`src/rtl/camera_init_pkg.sv`:
```
// Shared encodings for the camera register-table sequencer:
// one-hot states, delay marker, retry limit and table entry fields.
package camera_init_pkg;

    localparam int unsigned I_IDLE   = 0;
    localparam int unsigned I_PWRUP  = 1;
    localparam int unsigned I_FETCH  = 2;
    localparam int unsigned I_DECODE = 3;
    localparam int unsigned I_ISSUE  = 4;
    localparam int unsigned I_WAIT   = 5;
    localparam int unsigned I_TDLY   = 6;
    localparam int unsigned I_NEXT   = 7;
    localparam int unsigned I_DONE   = 8;

    typedef logic [8:0] state_t;

    localparam state_t ST_IDLE   = state_t'(1 << I_IDLE);
    localparam state_t ST_PWRUP  = state_t'(1 << I_PWRUP);
    localparam state_t ST_FETCH  = state_t'(1 << I_FETCH);
    localparam state_t ST_DECODE = state_t'(1 << I_DECODE);
    localparam state_t ST_ISSUE  = state_t'(1 << I_ISSUE);
    localparam state_t ST_WAIT   = state_t'(1 << I_WAIT);
    localparam state_t ST_TDLY   = state_t'(1 << I_TDLY);
    localparam state_t ST_NEXT   = state_t'(1 << I_NEXT);
    localparam state_t ST_DONE   = state_t'(1 << I_DONE);

    localparam logic [15:0] DLY_MARKER = 16'hFFFF;
    localparam logic [1:0]  MAX_RETRY  = 2'd3;

    // Table entry layout: {addr[15:0], data[7:0]}
    localparam int unsigned ADDR_HI = 23;
    localparam int unsigned ADDR_LO = 8;
    localparam int unsigned DATA_HI = 7;
    localparam int unsigned DATA_LO = 0;

    function automatic logic [15:0] entry_addr(input logic [23:0] e);
        return e[ADDR_HI:ADDR_LO];
    endfunction

    function automatic logic [7:0] entry_data(input logic [23:0] e);
        return e[DATA_HI:DATA_LO];
    endfunction

endpackage

```
`src/rtl/camera_init_ms_timer.sv`:
```
// Millisecond down-counter shared by the power-up wait and in-table delays.
// Comes out of reset already loaded with the power-up delay.
module camera_init_ms_timer #(
    parameter int unsigned CYC_PER_MS = 50_000,
    parameter int unsigned RST_MS     = 20
) (
    input  logic        clk,
    input  logic        rst_n,
    input  logic        load,
    input  logic [15:0] ms,
    output logic        expired
);

    localparam logic [31:0] CPM     = 32'(CYC_PER_MS);
    localparam logic [31:0] RST_CNT = 32'(RST_MS * CYC_PER_MS);

    logic [31:0] cnt;
    logic        active;

    always_ff @(posedge clk or negedge rst_n) begin
        if (!rst_n) begin
            cnt    <= RST_CNT;
            active <= 1'b1;
        end else if (load) begin
            cnt    <= {16'd0, ms} * CPM;
            active <= 1'b1;
        end else if (active) begin
            if (cnt == '0)
                active <= 1'b0;
            else
                cnt <= cnt - 32'd1;
        end
    end

    // Single-cycle pulse: active drops on the cycle after reaching zero
    assign expired = active && (cnt == '0);

endmodule

```
`src/rtl/camera_init_seq.sv`:
```
// Camera register-table sequencer feeding the I2C register controller.
// Define CAMERA_INIT_NACK_RETRY_EN to re-issue NACKed entries up to 3 times.
module camera_init_seq
    import camera_init_pkg::*;
#(
    parameter int unsigned SYS_CLOCK = 50_000_000,
    parameter int unsigned TABLE_LEN = 252,
    parameter logic [7:0]  DEVICE_ID = 8'h78,
    parameter logic        ADDR_MODE = 1'b1,
    parameter int unsigned PWRUP_MS  = 20,
    parameter logic [31:0] INTER_DLY = 32'd500
) (
    input  logic        Clk,
    input  logic        Rst_n,
    input  logic        start,
    output logic [9:0]  lut_index,
    input  logic [23:0] lut_data,
    output logic        wrreg_req,
    output logic        rdreg_req,
    output logic [15:0] addr,
    output logic        addr_mode,
    output logic [7:0]  wrdata,
    output logic [7:0]  device_id,
    output logic [31:0] dly_cnt_max,
    input  logic        RW_Done,
    input  logic        ack,
    output logic        init_busy,
    output logic        init_done,
    output logic [7:0]  nack_cnt,
    output logic        nack_flag
);

    localparam logic [9:0]  LAST_IDX   = 10'(TABLE_LEN - 1);
    localparam int unsigned CYC_PER_MS = SYS_CLOCK / 1000;

    state_t      state;
    state_t      state_nxt;
    logic        timer_load;
    logic [15:0] timer_ms;
    logic        timer_exp;
    logic        is_marker;
    logic        last_entry;
    logic        start_ok;
    logic        retry_go;
    logic        nack_hit;

    assign is_marker  = entry_addr(lut_data) == DLY_MARKER;
    assign last_entry = lut_index == LAST_IDX;
    assign start_ok   = start && (state[I_IDLE] || state[I_DONE]);
    assign nack_hit   = state[I_WAIT] && RW_Done && ack && !retry_go;

    assign rdreg_req   = 1'b0;
    assign addr_mode   = ADDR_MODE;
    assign device_id   = DEVICE_ID;
    assign dly_cnt_max = INTER_DLY;

`ifdef CAMERA_INIT_NACK_RETRY_EN
    logic [1:0] retry;

    assign retry_go = ack && (retry != MAX_RETRY);

    always_ff @(posedge Clk or negedge Rst_n) begin
        if (!Rst_n)
            retry <= '0;
        else if (state[I_NEXT])
            retry <= '0;
        else if (state[I_WAIT] && RW_Done && retry_go)
            retry <= retry + 2'd1;
    end
`else
    assign retry_go = 1'b0;
`endif

    camera_init_ms_timer #(
        .CYC_PER_MS(CYC_PER_MS),
        .RST_MS    (PWRUP_MS)
    ) u_timer (
        .clk    (Clk),
        .rst_n  (Rst_n),
        .load   (timer_load),
        .ms     (timer_ms),
        .expired(timer_exp)
    );

    always_ff @(posedge Clk or negedge Rst_n) begin
        if (!Rst_n)
            state <= ST_PWRUP;
        else
            state <= state_nxt;
    end

    always_comb begin
        state_nxt = state;
        unique case (1'b1)
            state[I_IDLE], state[I_DONE]:
                if (start) state_nxt = ST_PWRUP;
            state[I_PWRUP]:
                if (timer_exp) state_nxt = ST_FETCH;
            state[I_FETCH]:
                state_nxt = ST_DECODE;
            state[I_DECODE]:
                state_nxt = is_marker ? ST_TDLY : ST_ISSUE;
            state[I_ISSUE]:
                state_nxt = ST_WAIT;
            state[I_WAIT]:
                if (RW_Done) state_nxt = retry_go ? ST_ISSUE : ST_NEXT;
            state[I_TDLY]:
                if (timer_exp) state_nxt = ST_NEXT;
            state[I_NEXT]:
                state_nxt = last_entry ? ST_DONE : ST_FETCH;
            default:
                state_nxt = ST_IDLE;
        endcase
    end

    always_comb begin
        wrreg_req  = 1'b0;
        timer_load = 1'b0;
        timer_ms   = 16'(PWRUP_MS);
        unique case (1'b1)
            state[I_IDLE], state[I_DONE]:
                timer_load = start;
            state[I_DECODE]: begin
                timer_load = is_marker;
                timer_ms   = {8'h00, entry_data(lut_data)};
            end
            state[I_ISSUE]:
                wrreg_req = 1'b1;
            default: ;
        endcase
    end

    // Status flags follow the next state so they are 0 while in reset
    always_ff @(posedge Clk or negedge Rst_n) begin
        if (!Rst_n) begin
            lut_index <= '0;
            addr      <= '0;
            wrdata    <= '0;
            nack_cnt  <= '0;
            nack_flag <= 1'b0;
            init_busy <= 1'b0;
            init_done <= 1'b0;
        end else begin
            init_busy <= !(state_nxt[I_IDLE] || state_nxt[I_DONE]);
            init_done <= state_nxt[I_DONE];
            if (start_ok) begin
                lut_index <= '0;
                nack_cnt  <= '0;
                nack_flag <= 1'b0;
            end
            if (state[I_DECODE]) begin
                addr   <= entry_addr(lut_data);
                wrdata <= entry_data(lut_data);
            end
            if (state[I_NEXT] && !last_entry)
                lut_index <= lut_index + 10'd1;
            if (nack_hit) begin
                nack_flag <= 1'b1;
                if (nack_cnt != 8'hFF)
                    nack_cnt <= nack_cnt + 8'd1;
            end
        end
    end

endmodule

```
`config.mk`:
```
export PLATFORM = sky130hd
export DESIGN_NAME = camera_init_seq
export DESIGN_NICKNAME = d
export VERILOG_FILES = /design/src/rtl/camera_init_pkg.sv /design/src/rtl/camera_init_ms_timer.sv /design/src/rtl/camera_init_seq.sv
export SDC_FILE = /design/constraint.sdc
export NUM_CORES = 1
export LEC_CHECK = 0
export BUFFER_PORTS_ARGS = -buffer_cell sky130_fd_sc_hd__buf_2
export CAP_MARGIN = 20
export CORE_UTILIZATION = 61
export CTS_CLUSTER_DIAMETER = 100
export DETAILED_ROUTE_END_ITERATION = 16
export GPL_ROUTABILITY_DRIVEN = 0
export PLACE_DENSITY = 0.94
export SYNTH_ARGS = -nofsm -noshare
export SYNTH_HDL_FRONTEND = slang
export SYNTH_SLANG_ARGS = --single-unit
```
`constraint.sdc`:
```
create_clock -name Clk -period 7.23 [get_ports Clk]
set_clock_uncertainty 0.15 [all_clocks]
set_input_delay 0.723 -clock Clk [delete_from_list [all_inputs] [get_ports Clk]]
set_output_delay 0.723 -clock Clk [all_outputs]
set_load 0.1 [all_outputs]
```
==> out/metrics.csv <==
metric,value,unit
Port Buffers,74,
VDD IR max,0.000289,V
Initial Util,63.9,%
drt total wl,14000,µm
Resize count post-CTS,0,
Pwr Density,343,mW/mm²
Max-Cap Viols,0,
Clock Latency Late Sink,0.37,ns
worst-case clock buffer depth,2,
first-pass iteration count of the detailed router,5,
post-route ant nets,0,
"Seq/Total Area, Yosys",36.1,%
nature of the critical path endpoint,register,
fin nets,769,
register bit total from synthesis,86,
Syn Inst Count,608,
Die ar.,0.0102,mm²
clk slew on worst S/H paths,0.09,ns
Syn Area/Cell,9.85,µm²
final instance area,0.00652,mm²
FILL cells,633,
CP Data Required Time,7.39,ns
largest net degree at the start of global routing,87,
CORE AREA,0.00937,mm²
n_diodes,0,
first-pass GRT wire length,22200,µm
Final setup violation count,0,
number of flops mapped to enable cells by yosys,0,
"Max FO, Critical Path",19,
post-route minimum period,5.04,ns
CTS Buf Count,9,
vias in the first global route,4676,
gr usage total,28.1,%
CP Cell Sequence,buf_4 -> nand2b_1 -> ha_1 -> ha_1 -> inv_1 -> fa_1 -> inv_1 -> fa_1 -> ha_1 -> nor2b_1 -> o31a_1 -> o211a_1 -> or3_1 -> and3_1 -> a21o_1,
share of post-route cells with drive strength above 1,20.8,%
synthesis-to-finish area growth,8.80,%
DP Area,0.00630,mm²
WL/cell,17.2,µm
clock sink count,86,
HPWL Detailed,10000,µm
Die W,101,µm
First DRT Iteration DRCs,290,
fmax,198,MHz
DR vias/cell,6.00,
Slew HR,40.2,%
Arrival @ worst endpoint,5.20,ns
Setup CP Type,register to register,
Worst-Margin Slew,0.889,ns
Root Buffer,clkbuf_8,
Hold Path Class,input pin to asynchronous set/reset pin,
Ys Warns,0,
startpoint class of the critical path,register,
Final Hold Fails,0,
Final period util,69.7,%
crit-path max cell delay,0.78,ns
RSZ-0062 raised after global routing,false,
ys flop type,dfrtp_1,
via count,4864,
"Cell Area, Synth",0.00599,mm²
Critical-path top delay cell,dfrtp_1,
Post-CTS Setup Inserts,0,
TritonCTS clock tree,built,
num ports,117,
"Async S/R FF share, synth",100,%
initial antenna violation count,0,
status,"complete, no violations",
Core Rows,35,
total gr overflow,0,
count of cell types in the netlist,61,
CTS HTree Levels,3,
Leak,0.00318,µW
Fin Setup TNS,0,ns
hold_buf cts,0,
Die Ht,101,µm
fin. max-slew vios,0,
CP most frequent cell,ha_1,
# DRC,0,
-- routing by layer --
layer	global-route usage (%)	vias to the layer above	part of all wire, %
li1	-	2196	-
met1	33.5	2360	40
met2	48.4	239	51
met3	5.13	69	5.2
met4	14.6	0	4.5
met5	0	-	0
-- registers in the layout, indices dropped and copies added, names as in the netlist --
signal	cells
state	8
u_timer.cnt	32
u_timer.active	1
nack_flag	1
addr	16
init_busy	1
lut_index	10
init_done	1
wrdata	8
nack_cnt	8
-- Yosys cell counts, drive strengths merged, types with 11 or more instances --
master	n	area, µm²
nand2b	12	75.1
fa	11	220
xor2	12	105
nor4	17	149
clkbuf	14	52.6
xnor2	33	289
buf	46	348
nor3	15	75.1
nand3	17	85.1
nand2	34	128
a21oi	17	85.1
mux2	19	214
ha	52	651
nor2	43	161
dfrtp	77	1930
o21ai	37	185
inv	27	101
-- cell type report --
cell class | instances | area, µm² | area share [%]
Multi-Input combinational cell | 474 | 3470 | 53.3
Sequential cell | 86 | 2160 | 33.2
Timing Repair Buffer | 78 | 423 | 6.49
Tap cell | 129 | 161 | 2.48
Clock buffer | 9 | 124 | 1.90
Inverter | 28 | 105 | 1.61
Clock inverter | 7 | 65.1 | 0.999
-- critical path: cells and delay by family, from the launching register on --
kind	cells	cell delay, ns
and+or+nand+nor	4	0.87
buffers and inverters	3	0.46
adders and majority gates	5	2.00
DFF	1	0.78
AOI/OAI and AO/OA	3	0.68
-- stage by stage --
step / setup WS [ns] / hold slack [ns] / util [%] / cells / power, µW
after floorplan: 2.84 / 0.277 / - / 648 / 1700
after global placement: 2.58 / 0.253 / 67.2 / 794 / 1850
after detailed placement: 2.34 / 0.232 / 67.2 / 794 / 1890
after CTS: 2.26 / 0.277 / 69.2 / 810 / 2230
after global routing: 1.98 / 0.118 / 69.5 / 811 / 2320
final: 2.19 / 0.0969 / 69.5 / 811 / 2230
-- cell usage in the layout (no fill, tap or decap), types with 11 or more instances in the layout --
cell / synthesis / routed
nor3_1: 15 / 15
nor2_1: 43 / 43
nor4_1: 13 / 13
dfrtp_1: 77 / 77
xnor2_1: 33 / 33
o21ai_0: 37 / 37
mux2_2: 19 / 19
buf_2: 2 / 73
ha_1: 52 / 52
nand2_1: 34 / 34
xor2_1: 12 / 12
fa_1: 11 / 11
a21oi_1: 17 / 16
inv_1: 27 / 27
nand2b_1: 12 / 12
conb_1: 2 / 42
nand3_1: 17 / 17
-- cells by family (layout without fill, tap and decap cells) --
kind of cell               after synthesis  in the layout  synth area share [%]
AOI/OAI and AO/OA                      100            100                  11.3
xor gates and xnor gates                45             45                  6.58
adders and majority gates               63             63                  14.5
buffers and inverters                   88            122                  8.44
DFF                                     86             86                  36.1
muxes                                   27             27                  4.91
other                                    2             42                 0.125
and+or+nand+nor                        197            197                  18.0
-- path summary, 6_finish.rpt --
| path | from | to | slack (ns) | depth (start not counted) |
|---|---|---|---|---|
| max | state[3]$_DFF_PN0_ | u_timer.cnt[16]$_DFFE_PN1P_ | 2.19 | 15 |
| min | Rst_n | u_timer.cnt[29]$_DFFE_PN0P_ | 0.1 | 1 |
| max reg2reg | state[3]$_DFF_PN0_ | u_timer.cnt[16]$_DFFE_PN1P_ | 2.19 | 15 |
| min reg2reg | state[2]$_DFF_PN0_ | state[3]$_DFF_PN0_ | 0.28 | 0 |
| max in group asynchronous | Rst_n | state[1]$_DFF_PN1_ | 6.18 | 2 |
| min in group Clk | state[2]$_DFF_PN0_ | state[3]$_DFF_PN0_ | 0.28 | 0 |
-- where the power goes --
part           internal (µW)  switching, µW  leakage (µW)
combinational            247            930       0.00206
clock                    133            198     0.0000878
sequential               607            118       0.00103
Note: power is estimated with default switching activity, not from simulation.
